--- config.mk ---
export PLATFORM = sky130hd
export DESIGN_NAME = uart_tx_fifo_engine_flat
export DESIGN_NICKNAME = d
export VERILOG_FILES = /design/src/rtl/uart_tx_fifo_engine_if.sv /design/src/rtl/uart_tx_fifo_engine.sv /design/src/flat_wrapper.sv
export SDC_FILE = /design/constraint.sdc
export NUM_CORES = 1
export LEC_CHECK = 0
export BUFFER_PORTS_ARGS = -buffer_cell sky130_fd_sc_hd__buf_2
export CORE_MARGIN = 2
export CORE_UTILIZATION = 54
export CTS_CLUSTER_DIAMETER = 50
export DETAILED_ROUTE_END_ITERATION = 16
export PLACE_DENSITY = 0.74
export SLEW_MARGIN = 20
export SYNTH_ARGS = -nofsm -noshare
export SYNTH_HDL_FRONTEND = slang
export SYNTH_SLANG_ARGS = --single-unit
--- constraint.sdc ---
create_clock -name clk -period 4.23 [get_ports clk]
set_clock_uncertainty 0.15 [all_clocks]
set_input_delay 0 -clock clk [delete_from_list [all_inputs] [get_ports clk]]
set_output_delay 0 -clock clk [all_outputs]
set_load 0.02 [all_outputs]
--- src/rtl/uart_tx_fifo_engine_if.sv ---
// Write-side bus of the UART transmit engine: write strobe and data in,
// FIFO status (ready, occupancy, dropped-write pulse) out.
interface uart_tx_fifo_engine_if #(
  parameter int DATA_W     = 8,
  parameter int FIFO_DEPTH = 4
);
  logic                          wr_en;
  logic [DATA_W-1:0]             wr_data;
  logic                          txrdy;
  logic [$clog2(FIFO_DEPTH):0]   fifo_count;
  logic                          overflow;

  modport master (output wr_en, wr_data, input txrdy, fifo_count, overflow);
  modport slave  (input wr_en, wr_data, output txrdy, fifo_count, overflow);
endinterface

--- src/rtl/uart_tx_fifo_engine.sv ---
// UART transmit engine: write FIFO feeding a framer with programmable width, parity
// and stop bits. Defining UART_TX_BREAK_EN adds the brk input for line-break generation.
module uart_tx_fifo_engine #(
  parameter int DATA_W     = 8,
  parameter int FIFO_DEPTH = 4,
  parameter int BAUD_W     = 19
) (
  input  logic                 clk,
  input  logic                 rst,
  input  logic [BAUD_W-1:0]    baud_count,
  input  logic                 p_en,
  input  logic                 odd,
  input  logic                 two_stop,
`ifdef UART_TX_BREAK_EN
  input  logic                 brk,
`endif
  uart_tx_fifo_engine_if.slave bus,
  output logic                 tx,
  output logic                 tx_busy
);
  localparam int AW = $clog2(FIFO_DEPTH);
  localparam int CW = AW + 1;

  typedef enum logic [2:0] {
    IDLE, START, DATA, PARITY, STOP1, STOP2
`ifdef UART_TX_BREAK_EN
    , BREAK, GAP
`endif
  } state_t;

  function automatic logic parity_bit(input logic [DATA_W-1:0] d, input logic odd_sel);
    return (^d) ^ odd_sel;
  endfunction

  state_t            state, state_next;
  logic [DATA_W-1:0] mem [FIFO_DEPTH];
  logic [AW-1:0]     wr_ptr, rd_ptr;
  logic [CW-1:0]     count;
  logic              full, empty, push, pop, overflow;
  logic [DATA_W-1:0] shreg;
  logic              par_bit, p_en_l, two_stop_l;
  logic [BAUD_W-1:0] baud_l, timer, baud_eff;
  logic [2:0]        bit_idx;
  logic              bit_up, last_bit, last_stop, tx_next, gap_load, brk_on;

`ifdef UART_TX_BREAK_EN
  assign brk_on = brk;
`else
  assign brk_on = 1'b0;
`endif

  assign full      = (count == CW'(FIFO_DEPTH));
  assign empty     = (count == {CW{1'b0}});
  assign push      = bus.wr_en && (!full || pop);
  assign baud_eff  = (baud_count == {BAUD_W{1'b0}}) ? BAUD_W'(1) : baud_count;
  assign bit_up    = (timer == baud_l - BAUD_W'(1));
  assign last_bit  = (bit_idx == 3'(DATA_W - 1));
  assign last_stop = bit_up && ((state == STOP2) || ((state == STOP1) && !two_stop_l));

  // Next framer state, next line level and FIFO pop request.
  always_comb begin
    state_next = state;
    tx_next    = tx;
    pop        = 1'b0;
    gap_load   = 1'b0;
    case (state)
      IDLE: begin
`ifdef UART_TX_BREAK_EN
        if (brk) begin
          state_next = BREAK;
          tx_next    = 1'b0;
        end else
`endif
        if (!empty) begin
          pop        = 1'b1;
          state_next = START;
          tx_next    = 1'b0;
        end else begin
          tx_next = 1'b1;
        end
      end
      START: begin
        if (bit_up) begin
          state_next = DATA;
          tx_next    = shreg[0];
        end else begin
          state_next = START;
        end
      end
      DATA: begin
        if (bit_up && !last_bit) begin
          tx_next = shreg[1];
        end else if (bit_up && p_en_l) begin
          state_next = PARITY;
          tx_next    = par_bit;
        end else if (bit_up) begin
          state_next = STOP1;
          tx_next    = 1'b1;
        end else begin
          state_next = DATA;
        end
      end
      PARITY: begin
        if (bit_up) begin
          state_next = STOP1;
          tx_next    = 1'b1;
        end else begin
          state_next = PARITY;
        end
      end
      STOP1, STOP2: begin
        // A pending break wins over the next queued character.
        if (last_stop && !empty && !brk_on) begin
          pop        = 1'b1;
          state_next = START;
          tx_next    = 1'b0;
        end else if (last_stop) begin
          state_next = IDLE;
          tx_next    = 1'b1;
        end else if (bit_up) begin
          state_next = STOP2;
        end else begin
          state_next = state;
        end
      end
`ifdef UART_TX_BREAK_EN
      BREAK: begin
        if (!brk) begin
          state_next = GAP;
          tx_next    = 1'b1;
          gap_load   = 1'b1;
        end else begin
          tx_next = 1'b0;
        end
      end
      GAP: begin
        if (bit_up) begin
          state_next = IDLE;
        end else begin
          state_next = GAP;
        end
      end
`endif
      default: begin
        state_next = IDLE;
        tx_next    = 1'b1;
      end
    endcase
  end

  // Framer state, line register, bit timer and per-frame latched settings.
  always_ff @(posedge clk) begin
    if (rst) begin
      state      <= IDLE;
      tx         <= 1'b1;
      shreg      <= {DATA_W{1'b0}};
      par_bit    <= 1'b0;
      p_en_l     <= 1'b0;
      two_stop_l <= 1'b0;
      baud_l     <= BAUD_W'(1);
      timer      <= {BAUD_W{1'b0}};
      bit_idx    <= 3'd0;
    end else begin
      state <= state_next;
      tx    <= tx_next;
      if (pop) begin
        shreg      <= mem[rd_ptr];
        par_bit    <= parity_bit(mem[rd_ptr], odd);
        p_en_l     <= p_en;
        two_stop_l <= two_stop;
        baud_l     <= baud_eff;
        timer      <= {BAUD_W{1'b0}};
        bit_idx    <= 3'd0;
      end else if (gap_load) begin
        baud_l <= baud_eff;
        timer  <= {BAUD_W{1'b0}};
      end else if (state == IDLE) begin
        timer <= {BAUD_W{1'b0}};
      end else if (bit_up) begin
        timer <= {BAUD_W{1'b0}};
        if (state == DATA) begin
          shreg   <= shreg >> 1;
          bit_idx <= bit_idx + 3'd1;
        end
      end else begin
        timer <= timer + BAUD_W'(1);
      end
    end
  end

  // FIFO storage; no reset needed since occupancy gates every read.
  always_ff @(posedge clk) begin
    if (push) begin
      mem[wr_ptr] <= bus.wr_data;
    end
  end

  // FIFO pointers, occupancy and the registered dropped-write pulse.
  always_ff @(posedge clk) begin
    if (rst) begin
      wr_ptr   <= {AW{1'b0}};
      rd_ptr   <= {AW{1'b0}};
      count    <= {CW{1'b0}};
      overflow <= 1'b0;
    end else begin
      if (push) begin
        wr_ptr <= wr_ptr + AW'(1);
      end
      if (pop) begin
        rd_ptr <= rd_ptr + AW'(1);
      end
      case ({push, pop})
        2'b10:   count <= count + CW'(1);
        2'b01:   count <= count - CW'(1);
        default: count <= count;
      endcase
      overflow <= bus.wr_en && !push;
    end
  end

  assign bus.txrdy      = !full;
  assign bus.fifo_count = count;
  assign bus.overflow   = overflow;
  assign tx_busy        = (state != IDLE) || !empty;
endmodule
--- src/flat_wrapper.sv ---
// flat-port wrapper written by rule: the top's interface ports become plain ports
module uart_tx_fifo_engine_flat 
#(
  parameter int DATA_W     = 8,
  parameter int FIFO_DEPTH = 4,
  parameter int BAUD_W     = 19
)
  (clk, rst, baud_count, p_en, odd, two_stop, tx, tx_busy, bus_wr_en, bus_wr_data, bus_txrdy, bus_fifo_count, bus_overflow);
  uart_tx_fifo_engine_if #(.DATA_W(DATA_W), .FIFO_DEPTH(FIFO_DEPTH)) bus_i ();
  input  logic clk;
  input  logic rst;
  input  logic [BAUD_W-1:0] baud_count;
  input  logic p_en;
  input  logic odd;
  input  logic two_stop;
  output logic tx;
  output logic tx_busy;
  input wire logic [$bits(bus_i.wr_en)-1:0] bus_wr_en;
  input wire logic [$bits(bus_i.wr_data)-1:0] bus_wr_data;
  output wire logic [$bits(bus_i.txrdy)-1:0] bus_txrdy;
  output wire logic [$bits(bus_i.fifo_count)-1:0] bus_fifo_count;
  output wire logic [$bits(bus_i.overflow)-1:0] bus_overflow;
  assign bus_i.wr_en = bus_wr_en;
  assign bus_i.wr_data = bus_wr_data;
  assign bus_txrdy = bus_i.txrdy;
  assign bus_fifo_count = bus_i.fifo_count;
  assign bus_overflow = bus_i.overflow;
  uart_tx_fifo_engine #(.DATA_W(DATA_W), .FIFO_DEPTH(FIFO_DEPTH), .BAUD_W(BAUD_W)) u_core (.clk(clk), .rst(rst), .baud_count(baud_count), .p_en(p_en), .odd(odd), .two_stop(two_stop), .bus(bus_i), .tx(tx), .tx_busy(tx_busy));
endmodule
# == Word-level counts from Yosys, hierarchy flattened ==
# Memories as Yosys holds them, arrays and structs flattened. A register that Yosys moved wholly into a read port is not among the register bits.
# Cells that the tools add are included.
# op_classes
add_sub_neg,7
eq_ne,16
mux,31
bitwise,2
reduce_logical,30
# ops
cell,n
$mux 8,4
$mux 3,8
$add 19x1->19 const B,1
$eq 19x19->1,1
$logic_not 19->1,1
$mux 19,1
$sub 19x1->19 const B,1
$pmux 3 s5,1
$eq 3x3->1 const B,4
$mux 1,11
$reduce_and 3->1,3
$reduce_xor 8->1,1
$logic_and 1x1->1,7
$add 3x1->3 const B,2
$eq 3x2->1 const B,2
$logic_not 3->1,2
$mux 2,3
$pmux 3 s2,1
$reduce_bool 2->1,3
$logic_not 1->1,5
$pmux 1 s5,1
$add 2x1->2 const B,2
$ne 2x1->1 const B,2
$ne 2x2->1 const B,2
14 further kinds,17
# totals
ff_bits,64
mem_bits_rw,32
inputBits,33
output_inout_bits,7
mem_count,1
# memory_table
memory,words,word_bits,read_ports,rd_clocked_by_memory_dff,write_ports,line,rtl
u_core.mem,4,8,1,1,1,uart_tx_fifo_engine.sv:36,logic [DATA_W-1:0] mem [FIFO_DEPTH];

# == Depth between registers and ports, before layout ==
# Gate-level depths: netlist of the first run.
# depth
depth_word,11
mapped_depth,18
depth_no_buf,17

# == Least setup slack after synthesis of the first run ==
# Ideal clock, no wire load.
# synth_timing
path_kind,flip-flop to flip-flop
startpoint,register u_core.baud_l[0]
endpoint,"register u_core.count[1], in the netlist u_core.bus.fifo_count[1]"
setup_time_ns,0.120
t_arrival_ns,3.979
t_required_ns,3.960
setup_slack_ns,-0.019
stages_incl_launch_ff,19
synth_period_minus_slack_ns,4.249
cell_sequence,dfxtp_1 inv_1 ha_1 or4b_4 nor2_1 a41oi_1 a21oi_1 o21ai_2 o41ai_4 and2_1 buf_4 nand2b_1 fa_1 inv_1 a21oi_1 o22ai_1 a41o_1 o211a_1 o31a_1
# synth_via
elab_chain_cells,10
word_cells_on_any_way,12
cone_classes,1 x add/sub; 3 x eq/ne; 3 x mux; 5 x reduce/logical
# synth_rtl
element,line,rtl
start: declaration,uart_tx_fifo_engine.sv:42,"logic [BAUD_W-1:0] baud_l, timer, baud_eff;"
start signal: assignment,uart_tx_fifo_engine.sv:171,baud_l <= baud_eff;
start signal: assignment,uart_tx_fifo_engine.sv:175,baud_l <= baud_eff;
$sub 19x1->19 (*),uart_tx_fifo_engine.sv:56,assign bit_up = (timer == baud_l - BAUD_W'(1));
$eq 19x19->1 (*),uart_tx_fifo_engine.sv:56,
$logic_and 1x1->1 (*),uart_tx_fifo_engine.sv:58,assign last_stop = bit_up && ((state == STOP2) || ((state == STOP1) && !two_stop_l));
$logic_and 1x1->1 (*),uart_tx_fifo_engine.sv:113,if (last_stop && !empty && !brk_on) begin
$mux 1 (*),uart_tx_fifo_engine.sv:113,
$pmux 1 s2 (*),uart_tx_fifo_engine.sv:66,case (state)
$logic_or 1x1->1,uart_tx_fifo_engine.sv:54,assign push = bus.wr_en && (!full || pop);
$logic_and 1x1->1,uart_tx_fifo_engine.sv:54,
$eq 2x1->1 / $eq 2x2->1 (equally long branches),uart_tx_fifo_engine.sv:212,"case ({push, pop})"
$pmux 3 s2 / $reduce_bool 2->1 (equally long branches),n/a,
end signal: assignment,uart_tx_fifo_engine.sv:213,2'b10: count <= count + CW'(1);
end signal: assignment,uart_tx_fifo_engine.sv:214,2'b01: count <= count - CW'(1);
end signal: assignment,uart_tx_fifo_engine.sv:215,default: count <= count;
end: declaration,uart_tx_fifo_engine.sv:38,logic [CW-1:0] count;
# Every way passes the cells marked *; elsewhere a longest branch is shown, timed or not.
# A chain may end at the register's enable or synchronous reset.

# == Worst setup path after layout of the first run ==
# Ends and elaborated chain as after synthesis.

==> impl_metrics.json, run 1 <==
{
  "max-vdd-ir-drop_mv": 0.335,
  "design.final.nets": 642,
  "async_reset_ff_share_pct": 0,
  "number_of_enable_type_register_cells_in_the_synthesized_netlist": 32,
  "drive_gt1_share_pct": 17.9,
  "min-delay-path-class": "in2reg",
  "worst-path-max-fanout": 4,
  "area.sequential_um2": 2290,
  "buffer_ports.inserted": 39,
  "finalCriticalPeriod_ps": 4340,
  "vias": 4202,
  "fillCellCount": 727,
  "crit_path_end_kind": "flip-flop",
  "die_w_um": 101,
  "compound_gate_fraction_of_synth_area_pct": 12.4,
  "clock_sink_total": 98,
  "final_core_utilization_pct": 65.7,
  "multi_input_gate_area_um2": 2590,
  "synth-simple-area-share_pct": 22.4,
  "violations_in_the_final_reports": "negative setup slack",
  "syn_area_um2": 5040,
  "detailedRoute.firstPassIterationCount": 5,
  "wire_per_inst_um": 16.6,
  "post-place-ws_ps": 41.1,
  "routed_wl_um": 11900,
  "antenna_violations_before_repair": 0,
  "gpl.final_weighted_congestion": 0.855,
  "criticalPathCategory": "reg2reg",
  "yosys.area.top_type": "dfxtp_1",
  "maxClockFrequency_mhz": 231,
  "worst_ep_arrival_ps": 4450,
  "boundaryPins": 40,
  "syn_inst_count": 518,
  "track_usage_pct": 24.5,
  "synth_seq_area_share_pct": 45.3,
  "p_leak_nw": 2.22,
  "synth_top_flop_cell": "dfxtp_1",
  "cts.clk_slew.worst_paths_ps": 100,
  "status": "finished with violations",
  "cts_tree": "built",
  "grt_pass1_wl_um": 19600,
  "clockRootBuffer": "clkbuf_8",
  "initial_utilization_pct": 55.0,
  "worst-endpoint-required_ps": 4350,
  "worst_skew_pair.late_latency_ps": 370,
  "timing.slew.headroom_pct": 48.1,
  "max_h_tree_level": 3,
  "stdcell_count": 716,
  "post_synth_mux_area_share_pct": 4.97,
  "setup_viol": 1,
  "worst_max_slew_pin_slew_ps": 776,
  "synth.top_cells.by_area": "dfxtp_1, edfxtp_1, xnor2_1",
  "cts_buffers": 9,
  "synthToLayoutAreaGrowth_pct": 19.3,
  "clock_tree.buffer_depth": 2,
  "num_antenna_cells": 0,
  "std_cell_rows": 35,
  "timing.final.ws_setup_ps": -106,
  "layout_commonest_cell": "dfxtp_1",
  "post-dp-hpwl_um": 8100,
  "grt.overflow.total": 0,
  "timing.final.crit_share_pct": 103,
  "drc": 0,
  "crit_path_start_kind": "flip-flop",
  "ys_ff_latch": 98,
  "syn_nets": 560,
  "rsz0062_at_grt": "true",
  "drv_slew": 0,
  "post_synth_xor_area_fraction_pct": 8.35,
  "die_area_um2": 10100,
  "number_of_global_route_vias_before_repair": 4125,
  "hold_viol_final": 0,
  "synth_adder_area_share_pct": 2.38,
  "final_cell_mix": "dfxtp_1, nand2_1, nor2_1, dlygate4sd3_1, buf_2",
  "cell_count_post_placement": 655,
  "powerDensity_nw_per_um2": 651,
  "synth.lib_cells_used.distinct": 65,
  "largest_family_of_logic_cells_by_synthesized_area": "simple AND/OR/NAND/NOR gates",
  "core_area_um2": 9150,
  "routed_via_density": 5.87,
  "synth_largest_type_area_fraction_pct": 26.2,
  "drv.max_cap_violation_count": 0,
  "yosysWarningCount": 0,
  "drt_first_iter_violations": 197,
  "number_of_routed_nets_with_antenna_violations": 0,
  "dieHeight_um": 101,
  "grt_max_degree": 47,
  "average_instance_area_after_synthesis_um2": 9.72
}
==> area by class of cell <==
cell class	instances	area share, %
multi-input combinational	376	43.1
sequential	98	38.0
timing repair buffer	100	12.5
tap	111	2.31
clock buffer	10	2.12
inverter	15	0.937
clock inverter	6	0.916
==> layer usage <==
layer  GRT usage [%]  share of wire [%]  up-vias
met5               0                  0        -
met3            4.09                4.3       26
met2            44.1                 51      140
li1                -                  -     2040
met4            9.80                2.4        0
met1            29.1                 42     1996
==> cell usage after synthesis, drive strengths merged (4+ instances only) <==
library cell and n:
dfxtp 66, nand2 49, nor2 47, edfxtp 32, xnor2 31, nand3 30, a21oi 29, xor2 17
clkbuf 16, nor3 16, inv 15, o21ai 15, buf 13, nor4 13, nand4 10, a22oi 9
and2 8, ha 8, mux4 8, mux2i 7, nand2b 6, or3 6, a211oi 5, a31oi 5
nor3b 5, o211ai 4
==> worst max-delay path, cell delays in order (launching register included) <==
cell and delay (ps):
dfxtp_4 360, inv_2 70, ha_4 140, or4b_4 490, nor2_4 140, xnor2_2 70
nor4_2 290, nand4_1 250, o41ai_4 420, and2_4 220, nand2b_4 50, fa_1 590
inv_1 80, a21oi_2 130, o22ai_2 80, a41o_1 240, o211a_1 220, o31a_1 230
==> timing repair <==
action	4_1_cts	5_1_grt
setup buffers	0	5
hold buffers	40	0
hold endpoints to repair	60	0
endpoints found under the setup margin	0	1
resized for setup	0	15
==> sequential cells by signal (all words and copies together) (netlist names), 2 cells and up, named ones only <==
register,flops
u_core.wr_ptr,2
u_core.bit_idx,3
u_core.timer,19
u_core.mem,32
u_core.baud_l,19
u_core.shreg,8
u_core.state,3
u_core.rd_ptr,2
u_core.bus.fifo_count,3
==> power by group <==
part           switching [W]  total [W]  internal, W  leakage [nW]
registers           0.000216    0.00142      0.00120         0.835
clock network       0.000356   0.000585     0.000229        0.0946
logic                0.00108    0.00191     0.000838          1.29
==> kinds of logic (layout without fill, tap and decap cells) <==
family	after synthesis	after routing
AOI/OAI and AO/OA	93	93
xor gates and xnor gates	48	48
adders and majority gates	9	9
buffers and inverters	44	131
DFF	98	98
muxes	15	15
and+or+nand+nor	211	211
==> final timing paths <==
kind / start / endpoint / cells after the start / slack, ps
worst min register to register: u_core.shreg[0]$_SDFFE_PP0P_ / u_core.shreg[0]$_SDFFE_PP0P_ / 2 / 320
worst min-delay path: odd / u_core.par_bit$_SDFFE_PP0P_ / 6 / 60
worst max register to register: u_core.baud_l[0]$_SDFFE_PP1P_ / u_core.bus.fifo_count[1]$_SDFFE_PP0P_ / 17 / -110
worst max-delay path: u_core.baud_l[0]$_SDFFE_PP1P_ / u_core.bus.fifo_count[1]$_SDFFE_PP0P_ / 17 / -110
==> metrics by stage <==
| stage | hold WS (ps) | area, um2 | power [W] | TNS [ps] |
|---|---|---|---|---|
| 2_1_floorplan | -51.1 | 5040 | 0.00276 | 0 |
| 3_3_place_gp | 60.5 | 5340 | 0.00310 | 0 |
| 3_5_place_dp | 67.7 | 5340 | 0.00317 | 0 |
| 4_1_cts | 52.4 | 5920 | 0.00382 | 0 |
| 5_1_grt | 144 | 6010 | 0.00419 | -240 |
| 6_report | 56.0 | 6010 | 0.00392 | -106 |
Power figures use the tool's default switching activity.
==> inputs of run 2 (changes only) <==
--- a/config.mk
+++ b/config.mk
@@ -10,7 +10,7 @@
 export CORE_UTILIZATION = 54
 export CTS_CLUSTER_DIAMETER = 50
 export DETAILED_ROUTE_END_ITERATION = 16
-export PLACE_DENSITY = 0.74
+export PLACE_DENSITY = 0.73
 export SLEW_MARGIN = 20
 export SYNTH_ARGS = -nofsm -noshare
 export SYNTH_HDL_FRONTEND = slang
==> run 2 against run 1 <==
Effect of this change:
- the flow now finishes without violations
- die area stayed put
- register-to-register slack better by 270 ps
- utilization is 1.0 points lower
- via count is 2.2% lower
- sequential share of layout area is 0.58 points higher
- global-route usage is 1.3 points lower
- sequential cell count stayed put
- final cell count is 1.4% lower
- highest routed layer unchanged
==> impl_metrics.json, run 2 (synthesized netlist as in run 1, its figures left out) <==
{
  "grt_max_degree": 47,
  "clockRootBuffer": "clkbuf_8",
  "design.final.nets": 632,
  "post-dp-hpwl_um": 7670,
  "boundaryPins": 40,
  "timing.slew.headroom_pct": 41.0,
  "num_antenna_cells": 0,
  "grt_pass1_wl_um": 18500,
  "r2r.worst_path.cells": 18,
  "whs_path_depth": 6,
  "drc": 0,
  "max_h_tree_level": 3,
  "internal_power_w": 0.00224,
  "final_core_utilization_pct": 64.7,
  "worst_ep_arrival_ps": 4200,
  "cp.buffers_inverters": 3,
  "largest-register": "u_core.mem",
  "die_w_um": 101,
  "crit_path_end_kind": "flip-flop",
  "layout_commonest_cell": "dfxtp_1",
  "antenna_violations_before_repair": 0,
  "initial_utilization_pct": 55.0,
  "finalCriticalPeriod_ps": 4060,
  "timing.critical_path.slowest_stage_cell": "fa_1",
  "drv.max_cap_violation_count": 0,
  "routed_via_density": 5.82,
  "final_cell_mix": "dfxtp_1, nand2_1, nor2_1, buf_2, edfxtp_1",
  "status": "completed",
  "clock_sink_total": 98,
  "p_leak_nw": 2.14,
  "power_switching_w": 0.00162,
  "detailedRoute.firstPassIterationCount": 5,
  "dieHeight_um": 101,
  "hold_start": "odd",
  "criticalPathCategory": "reg2reg",
  "vias": 4110,
  "seqPwrFrac_pct": 36.6,
  "worst_skew_pair.late_latency_ps": 380,
  "core_area_um2": 9150,
  "largest_register_ffs": 32,
  "critPathMaxStageDelay_ps": 520,
  "power_frac_comb_pct": 47.7,
  "timing.final.crit_share_pct": 96.1,
  "cts_tree": "built",
  "timing.final.ws_setup_ps": 165,
  "wire_per_inst_um": 16.0,
  "drv_slew": 0,
  "setup.reg_to_reg.worst_slack_ps": 170,
  "hold_viol_final": 0,
  "worst_max_slew_pin_slew_ps": 883,
  "clock_power_share_pct": 15.7,
  "worst-path-max-fanout": 4,
  "drive_gt1_share_pct": 18.3,
  "drt_first_iter_violations": 234,
  "track_usage_pct": 23.2,
  "std_cell_rows": 35,
  "grt.overflow.total": 0,
  "crit_path_start_kind": "flip-flop",
  "max-vdd-ir-drop_mv": 0.359,
  "buffer_ports.inserted": 39,
  "largest_registers": "u_core.mem (32), u_core.baud_l (19), u_core.timer (19)",
  "regToRegEndpoint": "u_core.bus.fifo_count[1]$_SDFFE_PP0P_",
  "routed_wl_um": 11300,
  "gpl.final_weighted_congestion": 0.880,
  "min-delay-path-class": "in2reg",
  "number_of_routed_nets_with_antenna_violations": 0,
  "setup_viol": 0,
  "worst-endpoint-required_ps": 4360,
  "number_of_global_route_vias_before_repair": 3912,
  "worstPathCellList": "inv_2 > ha_4 > or4b_4 > buf_4 > nor4_4 > mux2i_1 > o22ai_1 > o21ai_2 > o41ai_4 > and2_4 > nand2b_1 > fa_1 > inv_1 > a21oi_2 > o22ai_1 > a41o_1 > o211a_1 > o31a_1",
  "cp_top_family": "compound AO/OA/AOI/OAI gates",
  "synthToLayoutAreaGrowth_pct": 17.5,
  "maxClockFrequency_mhz": 246,
  "powerDensity_nw_per_um2": 652,
  "cts_buffers": 9,
  "cts.clk_slew.worst_paths_ps": 110,
  "clock_tree.buffer_depth": 2,
  "critical-path-top-cell-by-count": "o22ai_1",
  "post-place-ws_ps": -150,
  "die_area_um2": 10100,
  "rr_startpoint": "u_core.baud_l[1]$_SDFFE_PP0P_",
  "timing.hold.worst_endpoint": "u_core.par_bit$_SDFFE_PP0P_",
  "netSwitchingFraction_pct": 41.9
}
[run 2: tightest hold or removal path, stage by stage]
cell and delay, ps:
buf_2 90, xnor2_1 80, xnor2_1 170, xnor2_1 80, nand2_1 60, a21oi_1 50
[run 2: power groups by stage]
stage	Sequential, W	Clock (W)	Combinational (W)
3_5_place_dp	0.00142	0	0.00171
4_1_cts	0.00140	0.000613	0.00182
6_report	0.00141	0.000606	0.00184
3_3_place_gp	0.00141	0	0.00168
5_1_grt	0.00144	0.000650	0.00203
2_1_floorplan	0.00136	0	0.00140
[run 2: area by class of cell]
type                            instances  area (um2)
Fill cell                             731        3230
Clock inverter                          6        56.3
Timing Repair Buffer                   90         656
Clock buffer                           10         138
Tap cell                              111         139
Inverter                               15        56.3
Multi-Input combinational cell        376        2590
Sequential cell                        98        2290
[run 2: worst max path at each step]
stage	startpoint	to	slack [ps]	cells after the start
CTS	u_core.baud_l[1]$_SDFFE_PP0P_	u_core.bus.fifo_count[1]$_SDFFE_PP0P_	20	17
detailed placement	u_core.baud_l[0]$_SDFFE_PP1P_	u_core.bus.fifo_count[1]$_SDFFE_PP0P_	-150	17
global route	u_core.baud_l[0]$_SDFFE_PP1P_	u_core.bus.fifo_count[1]$_SDFFE_PP0P_	-4	18
floorplan	u_core.baud_l[0]$_SDFFE_PP1P_	u_core.bus.fifo_count[1]$_SDFFE_PP0P_	20	18
global placement	u_core.baud_l[0]$_SDFFE_PP1P_	u_core.bus.fifo_count[1]$_SDFFE_PP0P_	70	17
finish	u_core.baud_l[1]$_SDFFE_PP0P_	u_core.bus.fifo_count[1]$_SDFFE_PP0P_	170	18
[run 2: what timing repair did]
action / in CTS / in global routing
setup endpoints to repair: 1 / 1
resized for setup: 5 / 10
setup buffers: 5 / 0
pin swaps: 5 / 7
hold buffers: 31 / 0
gates cloned: 0 / 0
endpoints found under the hold margin: 59 / 0
[run 2: stage by stage]
stage	cells	hold slack [ps]	instance area, um2	total power (W)	TNS, ps
CTS	706	75.5	5890	0.00383	0
floorplan	518	-51.1	5040	0.00276	0
detailed placement	654	67.7	5330	0.00314	-150
global route	706	128	5920	0.00412	-4.14
global placement	654	62.6	5330	0.00308	0
finish	706	56.3	5920	0.00386	0
[run 2: per-layer routing]
metal / global-route usage [%] / wire length [um]
met1: 28.9 / 4970
met2: 39.5 / 5570
met3: 4.65 / 409
met4: 9.59 / 351
met5: 0 / 0
==> inputs of run 3 (changes only) <==
--- a/config.mk
+++ b/config.mk
@@ -7,10 +7,10 @@
 export LEC_CHECK = 0
 export BUFFER_PORTS_ARGS = -buffer_cell sky130_fd_sc_hd__buf_2
 export CORE_MARGIN = 2
-export CORE_UTILIZATION = 54
+export CORE_UTILIZATION = 60
 export CTS_CLUSTER_DIAMETER = 50
 export DETAILED_ROUTE_END_ITERATION = 16
-export PLACE_DENSITY = 0.73
+export PLACE_DENSITY = 0.77
 export SLEW_MARGIN = 20
 export SYNTH_ARGS = -nofsm -noshare
 export SYNTH_HDL_FRONTEND = slang
==> constraint.sdc (replaced) <==
create_clock -name clk -period 3.75 [get_ports clk]
set_clock_uncertainty 0.15 [all_clocks]
set_input_delay 0 -clock clk [delete_from_list [all_inputs] [get_ports clk]]
set_output_delay 0 -clock clk [all_outputs]
set_load 0.02 [all_outputs]
==> run 3 against run 2 <==
Effect of this change:
- the flow now finishes with violations (negative setup slack)
- setup slack got worse by 360 ps
- wire length is 6.7% higher
- global-route usage increased by 4.7 points
- worst hold slack improved by 9.9 ps
- clock power rose by 22%
- maximum frequency grew 3.0%
- register-to-register slack worse by 360 ps
- sequential share of layout area shrank 1.3 points
- final cell count grew 2.4%
- count of clock-buffer cells in the layout decreased by 1
- critical path type unchanged
==> impl_metrics.json, run 3 (synthesized netlist as in run 1, its figures left out) <==
{
  "cts_tree": "built",
  "fillCellCount": 559,
  "final_core_utilization_pct": 75.0,
  "violations_in_the_final_reports": "negative setup slack",
  "clock_sink_total": 98,
  "timing.slew.headroom_pct": 42.5,
  "layout_commonest_cell": "dfxtp_1",
  "cts_buffers": 9,
  "stdcell_count": 723,
  "core_area_um2": 8180,
  "fin_worst_hold_slack_ps": 66.3,
  "die_area_um2": 9140,
  "grt.overflow.total": 0,
  "crit_path_start_kind": "flip-flop",
  "worst_max_slew_pin_slew_ps": 862,
  "p_leak_nw": 2.27,
  "min-delay-path-class": "in2reg",
  "drc": 0,
  "worst-path-max-fanout": 4,
  "rsz0062_at_grt": "true",
  "cts.clk_slew.worst_paths_ps": 110,
  "worst-endpoint-required_ps": 3870,
  "maxClockFrequency_mhz": 253,
  "powerDensity_nw_per_um2": 754,
  "clock_tree.buffer_depth": 2,
  "clockRootBuffer": "clkbuf_8",
  "grt_pass1_wl_um": 19700,
  "gpl.final_weighted_congestion": 0.868,
  "whs_path_depth": 6,
  "drive_gt1_share_pct": 21.8,
  "criticalPathCategory": "reg2reg",
  "status": "finished with violations",
  "post-dp-hpwl_um": 8190,
  "die_w_um": 95.6,
  "final_cell_mix": "dfxtp_1, nand2_1, nor2_1, buf_4, buf_2",
  "placed_cell_area_um2": 5540,
  "initial_utilization_pct": 61.6,
  "routed_via_density": 5.95,
  "largest_register_ffs": 32,
  "crit_path_end_kind": "flip-flop",
  "timing.final.ws_setup_ps": -198,
  "grt_max_degree": 47,
  "vias": 4303,
  "buffer_ports.inserted": 39,
  "area.sequential_um2": 2290,
  "worst_ep_arrival_ps": 4070,
  "timing.final.crit_share_pct": 105,
  "setup_viol": 1,
  "number_of_routed_nets_with_antenna_violations": 0,
  "worst_skew_pair.late_latency_ps": 380,
  "design.final.nets": 655,
  "track_usage_pct": 27.9,
  "std_cell_rows": 33,
  "drv_slew": 0,
  "drv.max_cap_violation_count": 0,
  "dieHeight_um": 95.6,
  "max-vdd-ir-drop_mv": 0.536,
  "largest_registers": "u_core.mem (32), u_core.baud_l (19), u_core.timer (19)",
  "r2r.worst_path.cells": 17,
  "hold_viol_final": 0,
  "finalCriticalPeriod_ps": 3950,
  "num_antenna_cells": 0,
  "number_of_global_route_vias_before_repair": 4170,
  "synthToLayoutAreaGrowth_pct": 21.7,
  "detailedRoute.firstPassIterationCount": 6,
  "largest-register": "u_core.mem",
  "routed_wl_um": 12100,
  "drt_first_iter_violations": 238,
  "multi_input_gate_area_um2": 2610,
  "boundaryPins": 40,
  "max_h_tree_level": 3,
  "wire_per_inst_um": 16.7,
  "cell_count_post_placement": 672,
  "postLayoutCellArea_um2": 6130,
  "antenna_violations_before_repair": 0
}
## run 3: area by class of cell
class                      count  share of cell area (%)
multi-input combinational    376                    42.5
sequential                    98                    37.3
timing repair buffer         113                    13.5
tap                          105                    2.14
clock buffer                   9                    2.02
clock inverter                 7                    1.53
inverter                      15                   0.919
## run 3: worst paths after layout
path / from / to / slack (ps)
max: u_core.baud_l[0]$_SDFFE_PP1P_ / u_core.bus.fifo_count[1]$_SDFFE_PP0P_ / -200
min: odd / u_core.par_bit$_SDFFE_PP0P_ / 70
max reg2reg: u_core.baud_l[0]$_SDFFE_PP1P_ / u_core.bus.fifo_count[1]$_SDFFE_PP0P_ / -200
min reg2reg: u_core.shreg[0]$_SDFFE_PP0P_ / u_core.shreg[0]$_SDFFE_PP0P_ / 320
## run 3: critical path, stage by stage, from the launching register on
cell      delay (ps)
dfxtp_2          340
inv_2             70
ha_4             150
or4b_4           500
nor2_4           100
xnor2_1           80
nor4_2           190
nand4_1          230
o41ai_4          360
and2_4           220
nand2b_4          50
fa_1             510
inv_1             60
a21oi_2          110
o22ai_1           80
a41o_1           210
o211a_1          210
o31a_1           230
## run 3: layer usage
metal	global-route usage (%)	wire length, um
met3	5.93	594
met1	34.1	4890
met2	50.5	6320
met5	0	0
met4	6.31	255
## run 3: metrics by stage
step	TNS, ps	power [W]	worst slack [ps]
finish	-198	0.00462	-198
global route	-402	0.00493	-354
CTS	-230	0.00458	-230
detailed placement	-262	0.00378	-262
global placement	-156	0.00370	-156
floorplan	-313	0.00316	-313
## run 3: repair_timing
item | in CTS | in global routing
setup buffers | 4 | 1
pin swaps | 5 | 2
gates cloned | 0 | 0
resized for setup | 4 | 7
hold buffers | 30 | 0
hold endpoints to repair | 57 | 0
setup endpoints to repair | 1 | 27
## run 3: report_power, final
part | total, W | leakage, nW | switching [W] | internal [W]
sequential | 0.00156 | 0.835 | 0.000207 | 0.00135
combinational | 0.00232 | 1.33 | 0.00128 | 0.00104
clock | 0.000742 | 0.107 | 0.000414 | 0.000328
